--- config.mk ---
export PLATFORM = sky130hd
export DESIGN_NAME = uart_wb_bridge
export DESIGN_NICKNAME = d
export VERILOG_FILES = /design/src/rtl/uart_wb_bridge.sv
export SDC_FILE = /design/constraint.sdc
export NUM_CORES = 1
export LEC_CHECK = 0
export ABC_CLOCK_PERIOD_IN_PS = 2950
export CORE_MARGIN = 4
export CORE_UTILIZATION = 50
export CTS_CLUSTER_SIZE = 20
export DETAILED_ROUTE_END_ITERATION = 10
export PLACE_DENSITY = 0.76
export REMOVE_ABC_BUFFERS = 1
export SYNTH_ARGS = -nofsm -noshare
export SYNTH_HDL_FRONTEND = slang
export SYNTH_SLANG_ARGS = --single-unit
--- constraint.sdc ---
create_clock -name clk -period 2.95 [get_ports clk]
set_clock_uncertainty 0.05 [all_clocks]
set_input_delay 0.295 -clock clk [delete_from_list [all_inputs] [get_ports clk]]
set_output_delay 0.295 -clock clk [all_outputs]
set_load 0.1 [all_outputs]
--- src/rtl/uart_wb_bridge.sv ---
// uart_wb_bridge: turns 'R'/'W' command frames from the UART receiver into single
//   Wishbone classic cycles and returns a status byte (plus read data on a good
//   read) to the UART transmitter.
// Latency: bus cycle starts the cycle after the last frame byte; the status byte
//   appears the cycle after the bus cycle ends; then one tx byte per accepted cycle.
// Backpressure: rx_ready is low from the last frame byte until the response has
//   drained; each tx byte is held until tx_valid && tx_ready.
// Ports: clk/rst (async, active-high); rx_* byte stream in with overflow and
//   frame_error pulses; tx_* byte stream out; wb_* 16-bit Wishbone master;
//   bad_cmd pulses for one cycle when an unknown command byte is discarded.
module uart_wb_bridge #(
  parameter logic [7:0] TIMEOUT = 8'hff
) (
  input  logic        clk,
  input  logic        rst,
  input  logic [7:0]  rx_data,
  input  logic        rx_valid,
  output logic        rx_ready,
  input  logic        rx_overflow,
  input  logic        rx_frame_error,
  output logic [7:0]  tx_data,
  output logic        tx_valid,
  input  logic        tx_ready,
  output logic        wb_cyc,
  output logic        wb_stb,
  output logic        wb_we,
  output logic [15:0] wb_addr,
  output logic [15:0] wb_data_write,
  input  logic [15:0] wb_data_read,
  input  logic        wb_ack,
  input  logic        wb_err,
  output logic        bad_cmd
);

  localparam logic [7:0] CMD_RD = 8'h52;
  localparam logic [7:0] CMD_WR = 8'h57;
  localparam logic [7:0] ST_OK  = 8'h00;
  localparam logic [7:0] ST_ERR = 8'h01;
  localparam logic [7:0] ST_TMO = 8'h02;

  typedef enum logic [3:0] {
    S_CMD, S_ADDR_HI, S_ADDR_LO, S_DATA_HI, S_DATA_LO,
    S_BUS, S_RESP_STATUS, S_RESP_HI, S_RESP_LO
  } state_e;

  state_e      state_q, state_d;
  logic        rx_ready_q, rx_ready_d;
  logic        tx_valid_q, tx_valid_d;
  logic [7:0]  tx_data_q, tx_data_d;
  logic        wb_cyc_q, wb_cyc_d;
  logic        wb_we_q, wb_we_d;
  logic [15:0] wb_addr_q, wb_addr_d;
  logic [15:0] wb_wdata_q, wb_wdata_d;
  logic        bad_cmd_q, bad_cmd_d;
  logic [7:0]  cnt_q, cnt_d;
  logic [7:0]  status_q, status_d;
  logic [15:0] rdata_q, rdata_d;

  // rx_ready_q is high only in receive states, so it also qualifies the
  // abort pulses: they are ignored while a bus cycle or response is running.
  logic rx_fire, rx_abort, cmd_ok, bus_done;
  assign rx_fire  = rx_valid && rx_ready_q;
  assign rx_abort = (rx_overflow || rx_frame_error) && rx_ready_q;
  assign cmd_ok   = (rx_data == CMD_RD) || (rx_data == CMD_WR);
  // Counter at 1 means this is the last cycle we wait for a response.
  assign bus_done = wb_ack || wb_err || (cnt_q <= 8'd1);

  // State and output registers
  always_ff @(posedge clk or posedge rst) begin
    if (rst) begin
      state_q    <= S_CMD;
      rx_ready_q <= 1'b0;
      tx_valid_q <= 1'b0;
      tx_data_q  <= 8'h00;
      wb_cyc_q   <= 1'b0;
      wb_we_q    <= 1'b0;
      wb_addr_q  <= 16'h0000;
      wb_wdata_q <= 16'h0000;
      bad_cmd_q  <= 1'b0;
      cnt_q      <= TIMEOUT;
      status_q   <= ST_OK;
      rdata_q    <= 16'h0000;
    end else begin
      state_q    <= state_d;
      rx_ready_q <= rx_ready_d;
      tx_valid_q <= tx_valid_d;
      tx_data_q  <= tx_data_d;
      wb_cyc_q   <= wb_cyc_d;
      wb_we_q    <= wb_we_d;
      wb_addr_q  <= wb_addr_d;
      wb_wdata_q <= wb_wdata_d;
      bad_cmd_q  <= bad_cmd_d;
      cnt_q      <= cnt_d;
      status_q   <= status_d;
      rdata_q    <= rdata_d;
    end
  end

  // Next-state logic
  always_comb begin
    state_d = state_q;
    case (state_q)
      S_CMD:     if (!rx_abort && rx_fire && cmd_ok) state_d = S_ADDR_HI;
      S_ADDR_HI: if (rx_abort) state_d = S_CMD; else if (rx_fire) state_d = S_ADDR_LO;
      S_ADDR_LO: if (rx_abort) state_d = S_CMD;
                 else if (rx_fire) state_d = wb_we_q ? S_DATA_HI : S_BUS;
      S_DATA_HI: if (rx_abort) state_d = S_CMD; else if (rx_fire) state_d = S_DATA_LO;
      S_DATA_LO: if (rx_abort) state_d = S_CMD; else if (rx_fire) state_d = S_BUS;
      S_BUS:     if (bus_done) state_d = S_RESP_STATUS;
      S_RESP_STATUS:
        if (tx_ready) state_d = (status_q == ST_OK && !wb_we_q) ? S_RESP_HI : S_CMD;
      S_RESP_HI: if (tx_ready) state_d = S_RESP_LO;
      S_RESP_LO: if (tx_ready) state_d = S_CMD;
      default:   state_d = S_CMD;
    endcase
  end

  // Output / datapath next values (registered from the next state)
  always_comb begin
    rx_ready_d = state_d inside {S_CMD, S_ADDR_HI, S_ADDR_LO, S_DATA_HI, S_DATA_LO};
    tx_valid_d = state_d inside {S_RESP_STATUS, S_RESP_HI, S_RESP_LO};
    wb_cyc_d   = (state_d == S_BUS);
    wb_we_d    = wb_we_q;
    wb_addr_d  = wb_addr_q;
    wb_wdata_d = wb_wdata_q;
    bad_cmd_d  = 1'b0;
    cnt_d      = TIMEOUT;
    status_d   = status_q;
    rdata_d    = rdata_q;
    tx_data_d  = tx_data_q;

    // A byte arriving together with an abort pulse is dropped.
    if (rx_fire && !rx_abort) begin
      case (state_q)
        S_CMD:     if (cmd_ok) wb_we_d = (rx_data == CMD_WR); else bad_cmd_d = 1'b1;
        S_ADDR_HI: wb_addr_d[15:8]  = rx_data;
        S_ADDR_LO: wb_addr_d[7:0]   = rx_data;
        S_DATA_HI: wb_wdata_d[15:8] = rx_data;
        S_DATA_LO: wb_wdata_d[7:0]  = rx_data;
        default:   ;
      endcase
    end

    // Err wins over ack; a response on the final counted cycle still counts.
    if (state_q == S_BUS) begin
      cnt_d = cnt_q - 8'd1;
      if (wb_err) begin
        status_d = ST_ERR;
      end else if (wb_ack) begin
        status_d = ST_OK;
        rdata_d  = wb_data_read;
      end else if (cnt_q <= 8'd1) begin
        status_d = ST_TMO;
      end
    end

    case (state_d)
      S_RESP_STATUS: tx_data_d = status_d;
      S_RESP_HI:     tx_data_d = rdata_q[15:8];
      S_RESP_LO:     tx_data_d = rdata_q[7:0];
      default:       ;
    endcase
  end

  assign rx_ready      = rx_ready_q;
  assign tx_valid      = tx_valid_q;
  assign tx_data       = tx_data_q;
  assign wb_cyc        = wb_cyc_q;
  assign wb_stb        = wb_cyc_q;
  assign wb_we         = wb_we_q;
  assign wb_addr       = wb_addr_q;
  assign wb_data_write = wb_wdata_q;
  assign bad_cmd       = bad_cmd_q;

endmodule

# Word level (Yosys, flattened, before mapping)
# Cells that the tools add are included.
[classes]
n_mux = 25
eq_ne = 18
n_addsub = 1
n_reduce_logical = 22
magnitude_cmp = 1
bitwise = 1
[op_table]
columns = ["operator", "count"]
rows = [
  ["$mux 4", 13],
  ["$mux 8", 5],
  ["$pmux 4 s9", 1],
  ["$eq 4x3->1 const B", 8],
  ["$pmux 8 s3", 1],
  ["$eq 4x2->1 const B", 4],
  ["$eq 8x7->1 const B", 2],
  ["$eq 4x1->1 const B", 2],
  ["$eq 4x4->1 const B", 2],
  ["$le 8x1->1 const B", 1],
  ["$logic_not 4->1", 2],
  ["$logic_not 8->1", 1],
  ["$reduce_and 2->1", 4],
  ["$sub 8x1->8 const B", 1],
  ["$mux 3", 2],
  ["$reduce_and 3->1", 2],
  ["$logic_and 1x1->1", 5],
  ["$reduce_bool 5->1", 1],
  ["$logic_or 1x1->1", 4],
  ["$mux 1", 3],
  ["$reduce_bool 3->1", 1],
  ["$logic_not 1->1", 2],
  ["$not 1->1", 1],
]
[totals]
inputBits = 32
register_bits = 81
elab_cells = 82

# Depth between registers and ports, before layout
[depth]
word_depth = 9
mapped_depth = 8
depth_no_buf = 7

# Worst setup path after synthesis
# No wires, ideal clock.
[synth_path]
path_type = "register to register"
from = "register wb_we_q (netlist: wb_we)"
to = "register tx_data_q[0] (netlist: tx_data[0])"
required_ns = 2.764
arrival_ns = 2.248
slack_ns = 0.516
synth_period_minus_slack_ns = 2.434
path_stages_with_launch = 6
path_buffers = 0
cell_sequence = "dfrtp_1 > or4_1 > nor4b_2 > a211oi_1 > a222oi_1 > mux2i_1"
[synth_via]
elab_chain_len = 7
word_cells_on_any_way = 13
classes_between = "3 x eq/ne; 7 x mux; 3 x reduce/logical"
[synth_rtl]
columns = ["element", "line_no", "text"]
rows = [
  ["start: declaration", "51", "logic wb_we_q, wb_we_d;"],
  ["start signal: assignment", "89", "wb_we_q <= wb_we_d;"],
  ["$logic_not 1->1", "111", "if (tx_ready) state_d = (status_q == ST_OK && !wb_we_q) ? S_RESP_HI : S_CMD;"],
  ["$logic_and 1x1->1", "111", ""],
  ["$mux 3", "111", ""],
  ["$mux 4", "111", ""],
  ["$pmux 4 s9 *", "102", "case (state_q)"],
  ["$eq 4x4->1 / $eq 4x3->1 (equally long branches)", "157", "case (state_d)"],
  ["$pmux 8 s3 / $reduce_bool 3->1 (equally long branches)", "-", ""],
  ["end signal: assignment", "87", "tx_data_q <= tx_data_d;"],
  ["end: declaration", "49", "logic [7:0] tx_data_q, tx_data_d;"],
]
# Mark *: on every way between the ends. The rest lies on a longest branch, timed or not.
# A chain may end at the register's enable or synchronous reset.

# Worst setup path in the final report
[layout_path]
from = "register state_q[0]"
to = "register tx_data_q[4] (netlist: tx_data[4])"
[layout_via]
elab_chain_len = 5
word_cells_on_any_way = 29
classes_between = "11 x eq/ne; 16 x mux; 2 x reduce/logical"
[layout_rtl]
columns = ["element", "line_no", "text"]
rows = [
  ["start: declaration", "46", "state_e state_q, state_d;"],
  ["start signal: assignment", "84", "state_q <= state_d;"],
  ["$mux 4 (on tied branches) (2 in a row)", "-", ""],
  ["$pmux 4 s9", "102", ""],
  ["$eq 4x4->1 / $eq 4x3->1 (equally long branches)", "157", ""],
  ["$pmux 8 s3 / $reduce_bool 3->1 (equally long branches)", "-", ""],
]
# Several ways; a longest one is shown, not always the timed one.

==> impl_results.md <==
* Result of the run: completed
* Nets at 390
* Slew Limit Fails at 0
* Reg2reg start: state_q[0]
* PD cells at 455 nW/µm²
* Largest net degree at the start of global routing at 36
* Peak VDD IR at 0.332 mV
* Max Cap Violations at 0
* GP Congestion at 0.796
* Req. time, crit path at 3170 ps
* Crit path max fanout at 14
* Sequential Area at 2040 µm²
* Max Root-Sink Buffers at 2
* Unrepaired setup endpoints after global routing: false
* Top Ports at 78
* Most common cell after layout, fill and taps aside: dfrtp_1
* Die Height at 93.3 µm
* Finish-stage setup viols at 0
* Clock-pin slew on the worst setup and hold paths at 80 ps
* Critical Path Start: state_q[0]
* Worst path arrival time at 2740 ps
* Post-CTS Setup Bufs at 0
* Vias at 2506
* Final hold viol count at 0
* 1st-pass router iterations at 7
* Detailed placement HPWL at 5.67 mm
* Hold-fix buffers, CTS at 0
* Total track usage at 18.7%
* DRT met1 WL at 3.48 mm
* Setup TNS at 0 ps
* Post-synth EDFFs at 0
* Min-delay worst type: input pin to asynchronous set/reset pin
* Lkg Pwr at 0.00219 µW
* Die width at 93.3 µm
* Core region area at 6940 µm²
* Clk Latency, worst-skew pair at 340 ps
* Global-route wire length before repair at 12.7 mm
* Synthesis-to-layout area growth at 26.2%
* CTS HTree Levels at 3
* Drt first-iter violations at 54
* Fmax at 0.396 GHz
* Seq cells post-synth at 81
* CTS tree: built
* Most frequent cells in the layout: 73 x dfrtp_1, 50 x buf_4, 48 x mux2_2
* Synth Flop Type: dfrtp_1
* Remaining Overflow, GRT at 0
* Critical path launch point type: register
* Post-synth cell types at 59
* Worst slew margin at 25.4%
* Placed Cells at 441
* Synthesized cell area at 3630 µm²
* Layout Cells excl Fill at 457
* Multi-input gate area at 1500 µm²
* Met3 WL at 238 µm
* CTS Buf Count at 9
* Drc violations at 0
* Detail Route met2 WL at 3.88 mm
* Tmin final at 2520 ps
* Worst-margin pin slew at 1110 ps
* Die area at 8700 µm²
* Initial antenna violation count at 0
* Sequential area share after synthesis at 56.0%
* Resized Gates After CTS at 0
* Drt via density at 5.48
* Critical path class: register to register
* WL/cell at 17.0 µm
* Routed WL at 7.75 mm
* Yosys Warn Count at 0
* Final ANT Viol Nets at 0
* Cells after Synth at 276
* CTS Sinks at 81
* Synth async-reset ratio at 100%
* Max Used Layer: met4
* Critical Path End Type: register
* Cells on worst reg2reg path at 5
* Initial Util at 52.3%
* FP Rows at 30
* Share of cells above drive strength 1 at 38.0%
* Antenna diodes at 0
* Vias in the first global route at 2570
* CTS root buf: clkbuf_8
* Number of port buffers at 77
* Fillers at 533
* Post-Syn Area per Cell at 13.2 µm²
* Period utilization at 85.6%
[metrics by stage]
stage | hold slack, ps | worst slack [ps] | utilization (%) | area [µm²] | power [µW]
floorplan | 372 | 296 | - | 3560 | 1230
global placement | 404 | 458 | 63.2 | 4390 | 1300
detailed placement | 409 | 328 | 63.2 | 4390 | 1310
CTS | 372 | 397 | 66.0 | 4590 | 2100
global route | 402 | 189 | 66.0 | 4590 | 2160
finish | 341 | 426 | 66.0 | 4590 | 2080
[report_power, final]
part / leakage [µW] / internal (µW) / switching (µW)
clock network: 0.0000888 / 415 / 388
logic: 0.00102 / 63.8 / 87.8
registers: 0.00107 / 1120 / 6.79
total: 0.00219 / 1600 / 482
[cells by family after synthesis]
family                   share of synthesized area (%)
adder cells (fa/ha/maj)                          0.688
buffers and inverters                             2.82
AO/OA/AOI/OAI                                     10.1
XOR/XNOR                                          2.17
flip-flops                                        56.0
multiplexers                                      15.4
AND/OR/NAND/NOR                                   12.8
[synthesized netlist by cell type (2+ instances only)]
cell type | number | share of area [%]
a21oi_1 | 3 | 0.41
a222oi_1 | 2 | 0.55
a2bb2oi_1 | 6 | 1.4
a32oi_1 | 13 | 3.1
and2_1 | 8 | 1.4
and3_1 | 2 | 0.34
buf_1 | 2 | 0.21
buf_2 | 7 | 0.96
buf_4 | 2 | 0.41
dfrtp_1 | 73 | 50
dfstp_2 | 8 | 5.8
ha_1 | 2 | 0.69
inv_1 | 7 | 0.72
mux2_2 | 48 | 15
mux2i_1 | 2 | 0.55
nand2_1 | 13 | 1.3
nand2b_1 | 6 | 1.0
nand3_1 | 5 | 0.69
nor2_1 | 8 | 0.83
nor2b_1 | 4 | 0.69
nor3_1 | 2 | 0.28
nor4_1 | 4 | 0.69
o21a_1 | 2 | 0.41
or3_1 | 3 | 0.52
or4_1 | 2 | 0.41
or4_4 | 2 | 0.62
xnor2_1 | 6 | 1.4
xor2_1 | 3 | 0.72
[final timing paths]
check | slack (ps) | endpoint
setup / recovery | 430 | tx_data[4]
hold reg to reg | 430 | cnt_q[0]
hold / removal | 340 | wb_addr[14]
min in group clk | 430 | cnt_q[0]
max in group asynchronous | 1780 | wb_data_write[7]
setup reg to reg | 430 | tx_data[4]
[critical path, stage by stage, from the launching register on]
cell and delay [ps]:
dfrtp_1 650, nor2_1 190, and3_1 230, a211oi_1 910, a32oi_1 230, a2bb2oi_1 200
[layout make-up]
cell class,instances,area share (%)
multi-input cells,174,32.6
inverters,8,0.655
well taps,96,2.62
repair buffers,82,15.4
flip-flops and latches,81,44.4
clock buffers,12,3.17
clock inverters,4,1.15
[metal layers]
| layer | track usage (%) | vias up |
|---|---|---|
| met3 | 2.65 | 13 |
| li1 | - | 1184 |
| met1 | 25.6 | 1257 |
| met4 | 8.30 | 0 |
| met2 | 29.5 | 52 |
| met5 | 0 | - |
[registers in the layout (all words and copies together) (netlist names), 4 cells and up]
name and count:
rdata_q 16, wb_addr 16, wb_data_write 16, cnt_q 8, status_q 8, tx_data 8, state_q 4
Note: power is estimated with default switching activity, not from simulation.
